[config.mk]
export PLATFORM = sky130hd
export DESIGN_NAME = cu_cbfp_blk
export DESIGN_NICKNAME = d
export VERILOG_FILES = /design/src/rtl/cu_cbfp_blk.sv
export SDC_FILE = /design/constraint.sdc
export NUM_CORES = 1
export LEC_CHECK = 0
export BUFFER_PORTS_ARGS = -buffer_cell sky130_fd_sc_hd__buf_4
export CORE_MARGIN = 3
export CORE_UTILIZATION = 30
export DETAILED_ROUTE_END_ITERATION = 8
export SLEW_MARGIN = 10
export SYNTH_ARGS = -nofsm -noshare
export SYNTH_HDL_FRONTEND = slang
export SYNTH_SLANG_ARGS = --single-unit
export TNS_END_PERCENT = 10
[constraint.sdc]
create_clock -name clk -period 3 [get_ports clk]
set_input_delay 0.75 -clock clk [delete_from_list [all_inputs] [get_ports clk]]
set_output_delay 0.75 -clock clk [all_outputs]
set_load 0.01 [all_outputs]
[src/rtl/cu_cbfp_blk.sv]
// +--------------------------------------------------------------------------+
// | Module   : cu_cbfp_blk                                                     |
// | Brief    : Control unit for one CBFP normalisation stage. Counts butterfly |
// |            samples into blocks of BLK_LEN and pipelines a {valid, first,   |
// |            last} tag to the magnitude, min-search and output stages.       |
// | Options  : CU_CBFP_BLKCNT_EN - adds the completed-block counter blk_cnt.  |
// | Revision : 1.0 - initial release                                          |
// +--------------------------------------------------------------------------+
`default_nettype none

module cu_cbfp_blk #(
  parameter int BLK_LEN = 16,
  parameter int MAG_DLY = 1,
  parameter int MIN_DLY = 1,
  parameter int OUT_DLY = 2,
  parameter int CNT_W   = 8
) (
  input  logic             clk,
  input  logic             rst,
  input  logic             flush,
  input  logic             alert_cbfp,
  output logic             mag_en,
  output logic             mag_first,
  output logic             mag_last,
  output logic             min_en,
  output logic             min_last,
  output logic             valid_mod1,
  output logic             out_first,
  output logic             out_last
`ifdef CU_CBFP_BLKCNT_EN
  ,
  output logic [CNT_W-1:0] blk_cnt
`endif
);

  // Sample counter width; a one-sample block still needs a 1-bit register.
  localparam int                C_CW   = (BLK_LEN > 1) ? $clog2(BLK_LEN) : 1;
  localparam logic [C_CW-1:0]   C_LAST = C_CW'(BLK_LEN - 1);

  // Tag bit positions inside every delay-line entry.
  localparam int C_V = 2;
  localparam int C_F = 1;
  localparam int C_L = 0;

  // flush behaves exactly like rst, and also drops a coincident sample.
  logic            w_clr;
  logic            w_take;
  logic [C_CW-1:0] r_cnt;
  logic            w_first;
  logic            w_last;
  logic [2:0]      w_tag_in;

  logic [2:0] r_mag_dl [MAG_DLY];
  logic [2:0] r_min_dl [MIN_DLY];
  logic [2:0] r_out_dl [OUT_DLY];

  logic [2:0] w_mag_tag;
  logic [2:0] w_min_tag;
  logic [2:0] w_out_tag;

  assign w_clr   = rst | flush;
  assign w_take  = alert_cbfp & ~w_clr;
  assign w_first = (r_cnt == '0);
  assign w_last  = (r_cnt == C_LAST);

  // Position tags are only ever set alongside valid, so every downstream
  // first/last is inherently zero whenever its stage enable is zero.
  assign w_tag_in = {w_take, w_take & w_first, w_take & w_last};

  // Position-in-block counter; advances only on accepted samples.
  always_ff @(posedge clk) begin
    if (w_clr) begin
      r_cnt <= '0;
    end else if (alert_cbfp) begin
      if (w_last) begin
        r_cnt <= '0;
      end else begin
        r_cnt <= r_cnt + 1'b1;
      end
    end
  end

  // Stage 1 delay line: alert_cbfp to magnitude-detect enable.
  always_ff @(posedge clk) begin
    if (w_clr) begin
      for (int i = 0; i < MAG_DLY; i++) begin
        r_mag_dl[i] <= '0;
      end
    end else begin
      r_mag_dl[0] <= w_tag_in;
      for (int i = 1; i < MAG_DLY; i++) begin
        r_mag_dl[i] <= r_mag_dl[i-1];
      end
    end
  end

  assign w_mag_tag = r_mag_dl[MAG_DLY-1];

  // Stage 2 delay line: magnitude stage to min-search enable.
  always_ff @(posedge clk) begin
    if (w_clr) begin
      for (int i = 0; i < MIN_DLY; i++) begin
        r_min_dl[i] <= '0;
      end
    end else begin
      r_min_dl[0] <= w_mag_tag;
      for (int i = 1; i < MIN_DLY; i++) begin
        r_min_dl[i] <= r_min_dl[i-1];
      end
    end
  end

  assign w_min_tag = r_min_dl[MIN_DLY-1];

  // Stage 3 delay line: min-search stage to normalised output valid.
  // The first tag rides through stage 2 unexposed so out_first is available.
  always_ff @(posedge clk) begin
    if (w_clr) begin
      for (int i = 0; i < OUT_DLY; i++) begin
        r_out_dl[i] <= '0;
      end
    end else begin
      r_out_dl[0] <= w_min_tag;
      for (int i = 1; i < OUT_DLY; i++) begin
        r_out_dl[i] <= r_out_dl[i-1];
      end
    end
  end

  assign w_out_tag = r_out_dl[OUT_DLY-1];

  // Every output is taken straight from the last flop of its delay line.
  assign mag_en     = w_mag_tag[C_V];
  assign mag_first  = w_mag_tag[C_F];
  assign mag_last   = w_mag_tag[C_L];
  assign min_en     = w_min_tag[C_V];
  assign min_last   = w_min_tag[C_L];
  assign valid_mod1 = w_out_tag[C_V];
  assign out_first  = w_out_tag[C_F];
  assign out_last   = w_out_tag[C_L];

`ifdef CU_CBFP_BLKCNT_EN
  logic [CNT_W-1:0] r_blk_cnt;

  // Completed-block counter; bumps the cycle after the last output sample.
  always_ff @(posedge clk) begin
    if (w_clr) begin
      r_blk_cnt <= '0;
    end else if (valid_mod1 && out_last) begin
      r_blk_cnt <= r_blk_cnt + 1'b1;
    end
  end

  assign blk_cnt = r_blk_cnt;
`endif

endmodule

`default_nettype wire

### After elaboration in Yosys (flattened, before gate mapping)

Memories as Yosys holds them, arrays and structs flattened.
Cells that the tools add are included.

| word-level totals | value |
|---|---|
| register bits after elaboration | 4 |
| bits in latches | 0 |
| bits in writable memories | 12 |
| memory bits (read-only) | 0 |
| bits of input ports | 4 |
| word-level logic and storage cells | 26 |
| memories kept | 3 |

| cells by class | value |
|---|---|
| $add $sub $neg | 1 |
| multipliers | 0 |
| div/mod/pow operators | 0 |
| magnitude comparators | 0 |
| equal/unequal tests | 1 |
| shift operators | 0 |
| mux-type cells | 10 |
| bitwise operators | 7 |
| reduce and logical (&&, ||, !) cells | 3 |

Memories:

| memory | words | width | rd ports | clocked after memory_dff | wr ports | line | text |
|---|---|---|---|---|---|---|---|
| r_out_dl | 2 | 3 | 2 | 0 | 2 | 55 | `logic [2:0] r_out_dl [OUT_DLY];` |
| r_mag_dl | 1 | 3 | 1 | 0 | 1 | 53 | `logic [2:0] r_mag_dl [MAG_DLY];` |
| r_min_dl | 1 | 3 | 1 | 0 | 1 | 54 | `logic [2:0] r_min_dl [MIN_DLY];` |

Operators by type and width:

| cell | count |
|---|---|
| $mux 3 | 4 |
| $reduce_or 3->1 | 2 |
| $mux 1 | 5 |
| $add 4x1->4 const B | 1 |
| $eq 4x4->1 const B | 1 |
| $logic_not 4->1 | 1 |
| $mux 4 | 1 |
| $and 1x1->1 | 3 |
| $or 1x1->1 | 3 |
| $not 1->1 | 1 |

### Depth between registers and ports, before layout

Gate-level depths: netlist (run 1).

| depth | value |
|---|---|
| word-level depth | 5 |
| gate-level depth with buffers | 4 |

### Least setup slack after synthesis (run 1)

OpenSTA, ideal clock, no wires.

| timing | value |
|---|---|
| path kind | in2reg |
| from | in alert_cbfp |
| to | reg r_cnt[3] |
| library setup time | 0.088 ns |
| arrival time | 1.165 ns |
| setup slack | 1.747 ns |
| stages | 3 |
| cells stage by stage | buf_4 > a41oi_1 > nor4_2 |

RTL lines:

| what | line | text |
|---|---|---|
| start, declared | 21 | `input logic alert_cbfp,` |
| end signal, assigned | 78 | `r_cnt <= r_cnt + 1'b1;` |
| end, declared | 48 | `logic [C_CW-1:0] r_cnt;` |

### Worst setup path after layout (run 1)

| timing | value |
|---|---|
| from | mem r_mag_dl[0][1] |
| to | out mag_first |

| on the way | value |
|---|---|
| longest elaborated chain between the ends | 1 |

Ends and longest elaborated chain:

| what | line | text |
|---|---|---|
| start, declared | 53 |  |
| $mem_v2 1x3 | -- |  |
| end, declared | 23 | `output logic mag_first,` |

Every way passes these cells.

==> results of run 1 <==
[where the power goes]
| part | internal (uW) | total [uW] | switching (uW) |
|---|---|---|---|
| registers | 215 | 216 | 1.71 |
| clock network | 73.8 | 136 | 61.7 |
| logic | 7.95 | 16.1 | 8.19 |
[routing by layer]
metal | GRT usage [%] | vias up | routed length, um
met1 | 7.65 | 166 | 332
met4 | 0 | 0 | 0
met2 | 11.6 | 12 | 364
met3 | 6.73 | 0 | 73
li1 | - | 188 | -
met5 | 0 | - | 0
[logic make-up (layout without fill, tap and decap cells)]
group | count (synthesis) | in the layout | share of synthesized area [%]
AOI/OAI and AO/OA | 3 | 3 | 3.80
xor gates and xnor gates | 1 | 1 | 1.57
adders and majority gates | 2 | 2 | 4.47
and+or+nand+nor | 22 | 22 | 26.8
DFF | 16 | 16 | 57.3
muxes | 1 | 1 | 1.79
buffers and inverters | 5 | 18 | 4.25
[cells in the final DEF, fill, tap and decap left out, types with 2 or more instances in the layout]
cell	count
and2_2	9
buf_4	11
clkbuf_4	3
dfxtp_1	16
ha_1	2
inv_1	3
nand3_1	3
nor2_1	2
nor3_1	2
[state kept, by name, summed over array words and instances (netlist names)]
signal    count
r_cnt         4
r_out_dl      6
r_min_dl      3
r_mag_dl      3
[final timing paths]
| path | endpoint | cells past startpoint |
|---|---|---|
| max | mag_first | 1 |
| min | r_out_dl[0][5] | 1 |
| max reg2reg | r_cnt[1] | 4 |
| min reg2reg | r_out_dl[0][5] | 1 |
[through the flow]
stage / worst slack (ns) / util, % / total power (uW)
final: 1.51 / 42.7 / 368
after global routing: 1.46 / 42.7 / 387
after CTS: 1.50 / 42.7 / 376
after detailed placement: 1.34 / 40.5 / 238
after global placement: 1.37 / 40.5 / 238
after floorplan: 1.75 / - / 231
[cell type report]
class / count / area (sq um) / area share (%)
flip-flops and latches: 16 / 320 / 46.0
repair buffers: 11 / 82.6 / 11.9
multi-input cells: 29 / 215 / 30.9
inverters: 3 / 11.3 / 1.62
clock buffers: 4 / 36.3 / 5.22
well taps: 24 / 30.0 / 4.32
==> results.sh, run 1 <==
export IMPL_hpwl_um=579
export IMPL_synth_top_area_share_pct=57.3
export IMPL_cp_required_ns=2.25
export IMPL_cts_sinks=16
export IMPL_synth_cell_types=20
export IMPL_ff2ff_setup_slack_ns=1.92
export IMPL_postRouteAntennaNets=0
export IMPL_tns_ns=0
export IMPL_path_class="flop to output port"
export IMPL_slowest_delay_ns=0.34
export IMPL_antenna_cells=0
export IMPL_min_delay_start="r_out_dl[0][2]"
export IMPL_coreArea_sq_um=1630
export IMPL_critPathLaunchType="flop"
export IMPL_yosysMostFrequentCell="dfxtp_1"
export IMPL_syn_inst=50
export IMPL_grt_max_degree=12
export IMPL_clk_pin_slew_worst_paths_ns=0.08
export IMPL_end_kind="output port"
export IMPL_start_util_pct=34.3
export IMPL_drc_errors=0
export IMPL_clk_latency_ns=0.28
export IMPL_vias=366
export IMPL_cts_setup_buffers=0
export IMPL_gp_congestion=0.672
export IMPL_gr_total_overflow=0
export IMPL_whs_ns=0.449
export IMPL_hold_violations=0
export IMPL_async_flop_share_pct=0
export IMPL_crit_path_start="r_mag_dl[0][1]"
export IMPL_max_clock_freq_mhz=673
export IMPL_dr_pass1_iters=4
export IMPL_cpMaxStageDelayCell="dfxtp_1"
export IMPL_synth_edff_count=0
export IMPL_ir_drop_mv=0.286
export IMPL_final_min_clock_period_ns=1.49
export IMPL_wl_per_cell_um=8.85
export IMPL_yosys_top_cells_count="dfxtp_1, and2_2, inv_1, nand3_1"
export IMPL_crit_family="flip-flops"
export IMPL_r2r_start="r_cnt[0]"
export IMPL_worstPathMaxFanout=2
export IMPL_dpl_cell_area_sq_um=659
export IMPL_cts_tree="yes"
export IMPL_grt_pass1_wl_um=1330
export IMPL_hp_class="flop to flop"
export IMPL_clk_path_buf_depth=2
export IMPL_ys_flop_type="dfxtp_1"
export IMPL_finalClockSkew_ns=0.00190
export IMPL_die_w_um=49.2
export IMPL_synth_fp_nets=56
export IMPL_layout_drive_gt1_share_pct=44.4
export IMPL_postCtsHoldBufs=0
export IMPL_drv_slew=0
export IMPL_status="complete, no violations"
export IMPL_cap_violations=0
export IMPL_die_h_um=49.2
export IMPL_antenna_found_initial=0
export IMPL_worstMarginPinSlew_ns=0.347
export IMPL_maxSlewHeadroom_pct=76.9
export IMPL_syn2layout_area_growth_pct=24.4
export IMPL_track_usage_pct=7.35
export IMPL_final_cells=87
export IMPL_row_count=14
export IMPL_finalSetupViolations=0
export IMPL_synth_area_leaders="dfxtp_1, and2_2, ha_1"
export IMPL_grt_setup_unrepaired="no"
export IMPL_fillers=158
export IMPL_fin_area_sq_um=696
export IMPL_wl_um=770
export IMPL_synth_area_per_cell_sq_um=11.2
export IMPL_io_pins=12
export IMPL_dieArea_sq_um=2420
export IMPL_cts_inserted_buffers=3
export IMPL_first_global_vias=346
export IMPL_nets=70
export IMPL_p_leak_uw=0.000298
export IMPL_syn_area_sq_um=559
export IMPL_powerDensity_nw_per_um2=529
export IMPL_arrival_ns=0.74
export IMPL_drt_iter0_drc=4
export IMPL_cts_resized=0
export IMPL_htreeDepth=1
export IMPL_dp_cells=83
export IMPL_yosys_warnings=0
export IMPL_cts_root_buffer="clkbuf_4"
export IMPL_port_buffers=11
export IMPL_crit_chain="buf_4"
export IMPL_viasPerCell=4.21
export IMPL_cp_buffers_inverters=1
export IMPL_yosys_area_top_type="dfxtp_1"
export IMPL_ys_seq_area_share_pct=57.3
export IMPL_period_share_pct=49.5
export IMPL_synth_seq_cells=16
No activity file was read; power rests on OpenSTA's default activity.
==> run 2, diff against run 1 <==
Clock period 3 ns to 1.6 ns, I/O delays scaled along.
==> run 2 against run 1 <==
  * Worst hold slack got worse by 0.13 ns
  * Die area unchanged
  * Routed wire length increased by 1.2%
  * Final area increased by 1.1%
  * First-iteration DRC count decreased by 25%
  * Clock power increased by 85%
  * Core utilization increased by 0.46 points
  * Setup slack got worse by 1.0 ns
  * Final cell count increased by 1.1%
  * Total power increased by 87%
  * Via count increased by 1.6%
  * Critical endpoint unchanged
  * Largest power group unchanged
==> results.sh, run 2 (synthesized netlist as in run 1, its figures left out) <==
export IMPL_die_h_um=49.2
export IMPL_cp_required_ns=1.20
export IMPL_cts_inserted_buffers=3
export IMPL_start_util_pct=34.3
export IMPL_fin_total_pwr_uw=690
export IMPL_end_kind="output port"
export IMPL_drt_iter0_drc=3
export IMPL_dr_pass1_iters=4
export IMPL_drc_errors=0
export IMPL_wl_um=779
export IMPL_vias=372
export IMPL_crit_chain="buf_4"
export IMPL_hold_violations=0
export IMPL_clk_pin_slew_worst_paths_ns=0.08
export IMPL_max_clock_freq_mhz=885
export IMPL_critPathLaunchType="flop"
export IMPL_crit_family="flip-flops"
export IMPL_finalClockSkew_ns=0.00155
export IMPL_post_route_util_pct=43.2
export IMPL_largest_register_ffs=6
export IMPL_cp_buffers_inverters=1
export IMPL_die_w_um=49.2
export IMPL_first_global_vias=321
export IMPL_slowest_delay_ns=0.34
export IMPL_cpMaxStageDelayCell="dfxtp_1"
export IMPL_grt_max_degree=11
export IMPL_powerDensity_nw_per_um2=981
export IMPL_cts_sinks=16
export IMPL_hp_class="input port to flop"
export IMPL_path_class="flop to output port"
export IMPL_track_usage_pct=7.10
export IMPL_wl_per_cell_um=8.85
export IMPL_clk_latency_ns=0.27
export IMPL_drv_slew=0
export IMPL_finalSetupViolations=0
export IMPL_ir_drop_mv=0.574
export IMPL_max_flop_register="r_out_dl"
export IMPL_postRouteAntennaNets=0
export IMPL_layout_commonest_cell="dfxtp_1"
export IMPL_postCtsHoldBufs=0
export IMPL_viasPerCell=4.23
export IMPL_cts_resized=0
export IMPL_row_count=14
export IMPL_grt_setup_unrepaired="no"
export IMPL_gp_congestion=0.818
export IMPL_cts_tree="yes"
export IMPL_p_leak_uw=0.000303
export IMPL_tns_ns=0
export IMPL_gr_total_overflow=0
export IMPL_final_cells=88
export IMPL_dpl_cell_area_sq_um=667
export IMPL_period_share_pct=70.7
export IMPL_grt_pass1_wl_um=1260
export IMPL_cap_violations=0
export IMPL_coreArea_sq_um=1630
export IMPL_reg_top3="r_out_dl: 6 flops, r_cnt: 4 flops"
export IMPL_nets=71
export IMPL_io_pins=12
export IMPL_maxSlewHeadroom_pct=84.5
export IMPL_final_cell_mix="dfxtp_1, buf_4, and2_2"
export IMPL_cts_setup_buffers=0
export IMPL_syn2layout_area_growth_pct=25.7
export IMPL_worstMarginPinSlew_ns=0.229
export IMPL_htreeDepth=1
export IMPL_antenna_cells=0
export IMPL_antenna_found_initial=0
export IMPL_worstPathMaxFanout=2
export IMPL_hpwl_um=591
export IMPL_layout_drive_gt1_share_pct=45.3
export IMPL_status="complete, no violations"
export IMPL_cts_root_buffer="clkbuf_4"
export IMPL_fin_area_sq_um=703
export IMPL_dieArea_sq_um=2420
export IMPL_dp_cells=84
export IMPL_arrival_ns=0.73
export IMPL_final_min_clock_period_ns=1.13
export IMPL_clk_path_buf_depth=2
export IMPL_port_buffers=11
-- run 2: final timing paths --
path	start	to	slack (ns)	cells past startpoint
setup reg to reg	r_cnt[0]	r_cnt[1]	0.54	4
hold / removal	flush	r_cnt[3]	0.32	2
setup / recovery	r_mag_dl[0][1]	mag_first	0.47	1
hold reg to reg	r_out_dl[0][0]	r_out_dl[0][3]	0.45	1
-- run 2: through the flow --
stage               hold WS [ns]  setup slack [ns]
floorplan                  0.420             0.618
global placement           0.425             0.516
detailed placement         0.429             0.517
CTS                        0.301             0.452
global route               0.302             0.409
finish                     0.316             0.469
-- run 2: cell type report --
type                            count  area (sq um)
Fill cell                         168           926
Sequential cell                    16           320
Multi-Input combinational cell     29           215
Timing Repair Buffer               12          90.1
Clock buffer                        4          36.3
Tap cell                           24          30.0
Inverter                            3          11.3
-- run 2: routing by layer --
layer | up-vias | GRT usage [%] | routed length [um]
met2 | 10 | 10.9 | 362
met4 | 0 | 2.84 | 8
met3 | 2 | 4.89 | 57
met1 | 170 | 7.46 | 351
met5 | - | 0 | 0
li1 | 190 | - | -
-- run 2: power by group --
| group | switching (uW) | internal (uW) |
|---|---|---|
| clock network | 113 | 138 |
| registers | 3.16 | 403 |
| logic | 15.9 | 16.5 |
| total | 132 | 557 |
